**config.mk**
```make
export PLATFORM = sky130hd
export DESIGN_NAME = dma_priority_arbiter
export DESIGN_NICKNAME = d
export VERILOG_FILES = /design/src/rtl/dma_priority_arbiter_pkg.sv /design/src/rtl/dma_priority_arbiter_rotating_prio_enc.sv /design/src/rtl/dma_priority_arbiter.sv
export SDC_FILE = /design/constraint.sdc
export NUM_CORES = 1
export LEC_CHECK = 0
export ABC_CLOCK_PERIOD_IN_PS = 1400
export CAP_MARGIN = 20
export CORE_UTILIZATION = 41
export CTS_BUF_LIST = sky130_fd_sc_hd__clkbuf_4 sky130_fd_sc_hd__clkbuf_8
export DETAILED_ROUTE_END_ITERATION = 10
export PLACE_DENSITY = 0.76
export SYNTH_ARGS = -nofsm -noshare
export SYNTH_HDL_FRONTEND = slang
export SYNTH_SLANG_ARGS = --single-unit
```
**constraint.sdc**
```tcl
create_clock -name CLK -period 1.4 [get_ports CLK]
set_input_delay 0.28 -clock CLK [delete_from_list [all_inputs] [get_ports CLK]]
set_output_delay 0.28 -clock CLK [all_outputs]
set_load 0.05 [all_outputs]
```
**src/rtl/dma_priority_arbiter_pkg.sv**
```systemverilog
// Shared types and constants for the DMA channel arbiter.
//   NUM_CH            : number of DMA channels (4)
//   CH_W              : channel index width
//   CHANNEL_SELECT_e  : channel index type, used for grant_ch
//   arb_state_idx_e   : bit position of each arbiter state in the one-hot vector
//   arb_state_e       : one-hot arbiter state encoding
//   next_channel()    : channel that follows ch in the rotating order (3 wraps to 0)
package dma_priority_arbiter_pkg;

   localparam int unsigned NUM_CH      = 4;
   localparam int unsigned CH_W        = 2;
   localparam int unsigned ARB_STATE_W = 4;

   typedef enum logic [CH_W-1:0] {
      CH0 = 2'd0,
      CH1 = 2'd1,
      CH2 = 2'd2,
      CH3 = 2'd3
   } CHANNEL_SELECT_e;

   typedef enum int unsigned {
      iARB_IDLE    = 0,
      iARB_HOLD    = 1,
      iARB_GRANT   = 2,
      iARB_RELEASE = 3
   } arb_state_idx_e;

   typedef enum logic [ARB_STATE_W-1:0] {
      ARB_IDLE    = 4'b0001 << iARB_IDLE,
      ARB_HOLD    = 4'b0001 << iARB_HOLD,
      ARB_GRANT   = 4'b0001 << iARB_GRANT,
      ARB_RELEASE = 4'b0001 << iARB_RELEASE
   } arb_state_e;

   // Rotation step: the channel after ch becomes highest priority.
   function automatic CHANNEL_SELECT_e next_channel(input CHANNEL_SELECT_e ch);
      logic [CH_W-1:0] nxt;
      nxt = CH_W'(ch + 2'd1);
      return CHANNEL_SELECT_e'(nxt);
   endfunction

endpackage

```
**src/rtl/dma_priority_arbiter_rotating_prio_enc.sv**
```systemverilog
// Combinational priority encoder with a movable top-priority channel.
//   vreq : conditioned channel requests
//   hp   : channel with highest priority; order is hp, hp+1, hp+2, hp+3 (mod 4)
//   win  : first requesting channel in that order (hp when nothing requests)
//   any  : at least one request present
module dma_rotating_prio_enc
   import dma_priority_arbiter_pkg::*;
(
   input  logic [NUM_CH-1:0] vreq,
   input  logic [CH_W-1:0]   hp,
   output logic [CH_W-1:0]   win,
   output logic              any
);

   // Walk the channels starting at hp; the first hit wins.
   always_comb begin
      logic            found;
      logic [CH_W-1:0] idx;
      win   = hp;
      any   = |vreq;
      found = 1'b0;
      idx   = '0;
      for (int unsigned k = 0; k < NUM_CH; k++) begin
         idx = CH_W'(hp + CH_W'(k));
         if (!found && vreq[idx]) begin
            win   = idx;
            found = 1'b1;
         end
      end
   end

endmodule

```
**src/rtl/dma_priority_arbiter.sv**
```systemverilog
// Request resolver and bus-hold sequencer for four 8237A-style DMA channels.
//   CLK, RESET_N  : clock, synchronous active-low reset
//   DREQ          : hardware requests, active level chosen by dreq_pol
//   mask, swreq   : mask register (1 blocks DREQ) and software request bits
//   dreq_pol      : 0 DREQ active-high, 1 active-low
//   dack_pol      : 0 DACK active-low, 1 active-high
//   rot_pri       : 0 fixed priority (channel 0 highest), 1 rotating priority
//   ctrl_disable  : blocks new arbitration, never an ongoing grant
//   HLDA          : hold acknowledge from the CPU
//   eop           : end-of-service pulse from the timing FSM
//   HRQ           : hold request (registered)
//   DACK          : per-channel acknowledge, decoded from registered grant state
//   grant_valid   : a channel owns the bus (registered)
//   grant_ch      : serviced channel, holds its value after the grant ends
module dma_priority_arbiter #(
   parameter int unsigned NUM_CH = 4
) (
   input  logic                                     CLK,
   input  logic                                     RESET_N,
   input  logic [NUM_CH-1:0]                        DREQ,
   input  logic [NUM_CH-1:0]                        mask,
   input  logic [NUM_CH-1:0]                        swreq,
   input  logic                                     dreq_pol,
   input  logic                                     dack_pol,
   input  logic                                     rot_pri,
   input  logic                                     ctrl_disable,
   input  logic                                     HLDA,
   input  logic                                     eop,
   output logic                                     HRQ,
   output logic [NUM_CH-1:0]                        DACK,
   output logic                                     grant_valid,
   output dma_priority_arbiter_pkg::CHANNEL_SELECT_e grant_ch
);

   import dma_priority_arbiter_pkg::*;

   localparam logic [ARB_STATE_W-1:0] ST_IDLE    = ARB_IDLE;
   localparam logic [ARB_STATE_W-1:0] ST_HOLD    = ARB_HOLD;
   localparam logic [ARB_STATE_W-1:0] ST_GRANT   = ARB_GRANT;
   localparam logic [ARB_STATE_W-1:0] ST_RELEASE = ARB_RELEASE;

   logic [ARB_STATE_W-1:0] state_q, state_d;
   logic [CH_W-1:0]        hp_q, hp_d;
   CHANNEL_SELECT_e        grant_ch_q, grant_ch_d;
   logic                   hrq_q, hrq_d;
   logic                   grant_valid_q, grant_valid_d;

   logic [NUM_CH-1:0]      vreq_c;
   logic [CH_W-1:0]        win_c;
   logic                   req_any_c;
   logic [NUM_CH-1:0]      dack_c;

   // Software requests bypass both polarity and mask.
   assign vreq_c = ((DREQ ^ {NUM_CH{dreq_pol}}) & ~mask) | swreq;

   dma_rotating_prio_enc u_prio_enc (
      .vreq (vreq_c),
      .hp   (hp_q),
      .win  (win_c),
      .any  (req_any_c)
   );

   // Next state, priority pointer and grant latch.
   always_comb begin
      state_d    = state_q;
      hp_d       = rot_pri ? hp_q : '0;
      grant_ch_d = grant_ch_q;

      case (state_q)
         ST_IDLE: begin
            if (req_any_c && !ctrl_disable) begin
               state_d = ST_HOLD;
            end
         end
         ST_HOLD: begin
            // Winner is re-resolved every cycle until HLDA arrives.
            if (!req_any_c) begin
               state_d = ST_IDLE;
            end else if (HLDA) begin
               state_d    = ST_GRANT;
               grant_ch_d = CHANNEL_SELECT_e'(win_c);
            end
         end
         ST_GRANT: begin
            // eop takes precedence over a simultaneous HLDA drop.
            if (eop) begin
               state_d = ST_RELEASE;
               if (rot_pri) begin
                  hp_d = next_channel(grant_ch_q);
               end
            end else if (!HLDA) begin
               state_d = ST_IDLE;
            end
         end
         ST_RELEASE: begin
            if (!HLDA) begin
               state_d = ST_IDLE;
            end
         end
         default: begin
            state_d = ST_IDLE;
         end
      endcase

      hrq_d         = (state_d == ST_HOLD) || (state_d == ST_GRANT);
      grant_valid_d = (state_d == ST_GRANT);
   end

   // State and output registers.
   always_ff @(posedge CLK) begin
      if (!RESET_N) begin
         state_q       <= ST_IDLE;
         hp_q          <= '0;
         grant_ch_q    <= CH0;
         hrq_q         <= 1'b0;
         grant_valid_q <= 1'b0;
      end else begin
         state_q       <= state_d;
         hp_q          <= hp_d;
         grant_ch_q    <= grant_ch_d;
         hrq_q         <= hrq_d;
         grant_valid_q <= grant_valid_d;
      end
   end

   // DACK decode; the inactive level is ~dack_pol.
   always_comb begin
      for (int unsigned i = 0; i < NUM_CH; i++) begin
         dack_c[i] = (grant_valid_q && (grant_ch_q == CH_W'(i))) ~^ dack_pol;
      end
   end

   assign HRQ         = hrq_q;
   assign grant_valid = grant_valid_q;
   assign grant_ch    = grant_ch_q;
   assign DACK        = dack_c;

endmodule

```
==> results.md <==
Logic synthesis:
- The number of enable flip-flop cells after synthesis is 0.
- By area the synthesized netlist is led by dfxtp_1, ha_1, xnor2_1.
- The number of nets in the synthesized netlist is 116.
- The most common cell in the synthesized netlist is dfxtp_1.
- Averaged over all synthesized cells, the footprint is 8.30 um2.
- For this run, the number of Yosys warnings is 0.
- Among all flip-flop cells after synthesis, the most frequent one is dfxtp_1.
- Synthesis produced 92 cells.
- Summing every instance area after synthesis gives 763 um2.
- The fraction of registers with async set/reset is 0.
- Synthesis inferred 10 register bits.
- By count the netlist is led by dfxtp_1, nand2_1, a21oi_1, xnor2_1.
- The sequential-to-total area share from yosys stat is 0.262.
- The cell taking the most area after synthesis is dfxtp_1.
- The unique cell type count in the Yosys netlist is 35.
- The fraction of post-synthesis cell area in the top cell type by area is 0.262.

Final layout:
- Relative to the synthesized area, the layout overhead comes to 118%.
- The number of antenna cells inserted is 0.
- The core utilization of the finished layout is 0.964.
- The number of nets at the end of the flow is 165.
- For this run, the number of standard cells in the final layout without fillers is 165.
- The fraction of layout instances using a drive strength above 1 is 0.543.
- With fillers left out, the area of the finished cells amounts to 0.00167 mm2.

Clock network:
- The clock net in this run drives a total of 10 sinks.
- The maximum count of clock buffers along a single path is 2.
- In this run the number of H-tree levels came out at 1.
- Clock latency on the worst-skew pair, taken at its later pin, is 0.29 ns.
- TritonCTS created 3 clock buffers.
- TritonCTS built the clock tree.
- The clock slew seen by the registers of the worst setup and hold paths is 0.08 ns.
- The number of hold-repair buffers added at the cts stage is 0.
- The tree is rooted in a clkbuf_4.

Floorplanning:
- For this configuration, the core starts out at a cell density of 0.442.
- The core region is 0.00173 mm2.
- The count of boundary I/O pins is 28.
- The floorplan has 15 rows.
- The horizontal die dimension is 45.1 um.
- The die footprint is 0.00204 mm2.
- The die is 45.1 um tall.

Setup path:
- Among all stages on the critical path, the largest delay is contributed by nor3b_1.
- The worst setup path category is in -> reg.
- Grouping stages by cell kind, the critical path spends the most delay in simple AND/OR/NAND/NOR gates.
- The signal on the critical path passes through clkdlybuf4s50_1 -> nor3b_1 -> o21ai_2 -> o211ai_1 -> or3_4 -> and3b_1.
- STA classifies the critical path endpoint as a flip-flop.
- The register-to-register path setup slack is -0.36 ns.
- In this run the worst path has a maximum fanout of 4.
- The critical path's largest stage delay is 0.56 ns.
- Counting both buffers and inverters, the worst setup path holds a total of 1.
- The worst setup path is launched from a primary input.
- The worst path arrival time is 1.97 ns.
- The worst endpoint required time is 1.59 ns.

STA:
- The slack of the critical path is -0.381 ns.
- For the pin with the worst max-slew slack, the measured transition is 0.603 ns.
- The final hold violation count is 0.
- The final cycle utilization of the critical path is 1.27.
- In this run the tightest slew margin relative to its limit is 0.597.
- The maximum clock rate is 562 MHz.
- Adding up every negative setup slack in the final design gives -2.51 ns.
- Counting I/O delays and the setup requirement, the final critical path takes 1.78 ns.
- The worst hold-check slack is 0.575 ns.
- The final count of pins violating max slew came to 0.
- The final-report setup violation count is 13.
- Setup repair after global routing could not meet its margin everywhere.
- Across the routed clock network, the largest skew measured is 0.0139 ns.

Routing:
- Wires add up to 4320 um.
- Summing over every cut layer, the via total after detailed routing is 1106.
- After the first detailed-routing iteration, the DRC count stood at 116.
- For this run, the detailed router's first-pass iteration total came to 5.
- The detail route stage leaves a number of antenna-violating nets equal to 0.
- The detailed-route DRC error count is 0.
- Dividing the detail-routed wire length by the instance count gives 26.2 um.
- The number of vias per cell after detailed routing is 6.70.

Place:
- The placement-stage cell area is 0.00137 mm2.
- The detailed-placement wirelength estimate is 1780 um.
- After detailed placement, the design holds a cell count of 157.
- Before CTS, the worst setup slack after placement is -0.636 ns.
- At the end of routability-driven placement, the weighted congestion stood at 0.776.
- During placement, the flow inserted port buffers numbering 27.

Run:
- The tool flagged a number of max-cap violations equal to 0.

Power:
- The total leakage power is 0.691 nW.
- For this design the ratio of total power to cell area is 952 mW/mm2.
- The total design power is 1.59 mW.
- VDD sags by at most 0.000704 V.

GRT:
- Entering global routing, the biggest net connects 8 pins.
- The number of antenna violations at the first check in global routing is 0.
- The first-pass GRT wire length is 4710 um.
- The final global-route overflow total is 0.
- The total global routing track utilization is 0.333.
- The via count of the first global-routing pass was 988.

Outcome:
- The final reports fail on setup timing.
- The run finished, with violations left.

Worst hold path:
- The kind of path behind the tightest hold check is in -> reg.
[state kept, by name, summed over array words and instances, names as in the netlist]
register	flops
HRQ	1
state_q	4
grant_valid	1
grant_ch	2
hp_q	2
[worst register-to-register path: cells and delay by family (launching register included)]
family	cells	cell delay, ns
AND/OR/NAND/NOR	4	1.07
flip-flops	1	0.35
buffers and inverters	1	0.16
AO/OA/AOI/OAI	1	0.13
[logic make-up (layout without fill, tap and decap cells)]
family	after synthesis	in the layout	share of synthesized area
mux	1	1	0.0131
simple gates	36	36	0.257
compound gates	25	25	0.243
fa+ha+maj	4	4	0.0656
buf+inv	7	55	0.0557
flops	10	10	0.262
xor+xnor	9	9	0.103
[power by group]
part | switching (mW) | total [mW] | internal [mW]
Combinational | 0.485 | 0.911 | 0.427
Sequential | 0.0614 | 0.391 | 0.329
Clock | 0.125 | 0.283 | 0.159
[repair_timing]
| item | 4_1_cts | 5_1_grt |
|---|---|---|
| setup endpoints to repair | 11 | 13 |
| buffers inserted | 2 | 3 |
| gates resized for setup | 44 | 18 |
| pin swaps | 16 | 14 |
[final timing paths]
check / start / end / cells past startpoint
setup reg to reg: state_q[0] / state_q[1] / 6
setup / recovery: eop / state_q[1] / 6
hold reg to reg: hp_q[0] / hp_q[0] / 2
hold / removal: swreq[3] / grant_ch[1] / 5
[routing by layer]
layer / global-route usage / wire length (um) / up-vias
met5: 0 / 0 / -
met4: 0.206 / 405 / 0
met3: 0.0960 / 495 / 51
met2: 0.568 / 2050 / 130
met1: 0.359 / 1370 / 505
li1: - / - / 420
[layout by cell type (no fill, tap or decap), drive strengths merged, types with 5 or more instances in the layout]
master | netlist | layout
buf | 3 | 29
dfxtp | 10 | 10
nand2 | 9 | 9
clkdlybuf4s50 | 0 | 8
dlygate4sd2 | 0 | 6
a21oi | 5 | 5
xnor2 | 5 | 5
[layout make-up]
cell class / count / area, um2
clock buffer: 4 / 36.3
fill: 34 / 61.3
inverter: 4 / 22.5
multi-input combinational: 75 / 845
sequential: 10 / 219
tap: 25 / 31.3
timing repair buffer: 47 / 512
No activity file was read; power rests on OpenSTA's default activity.
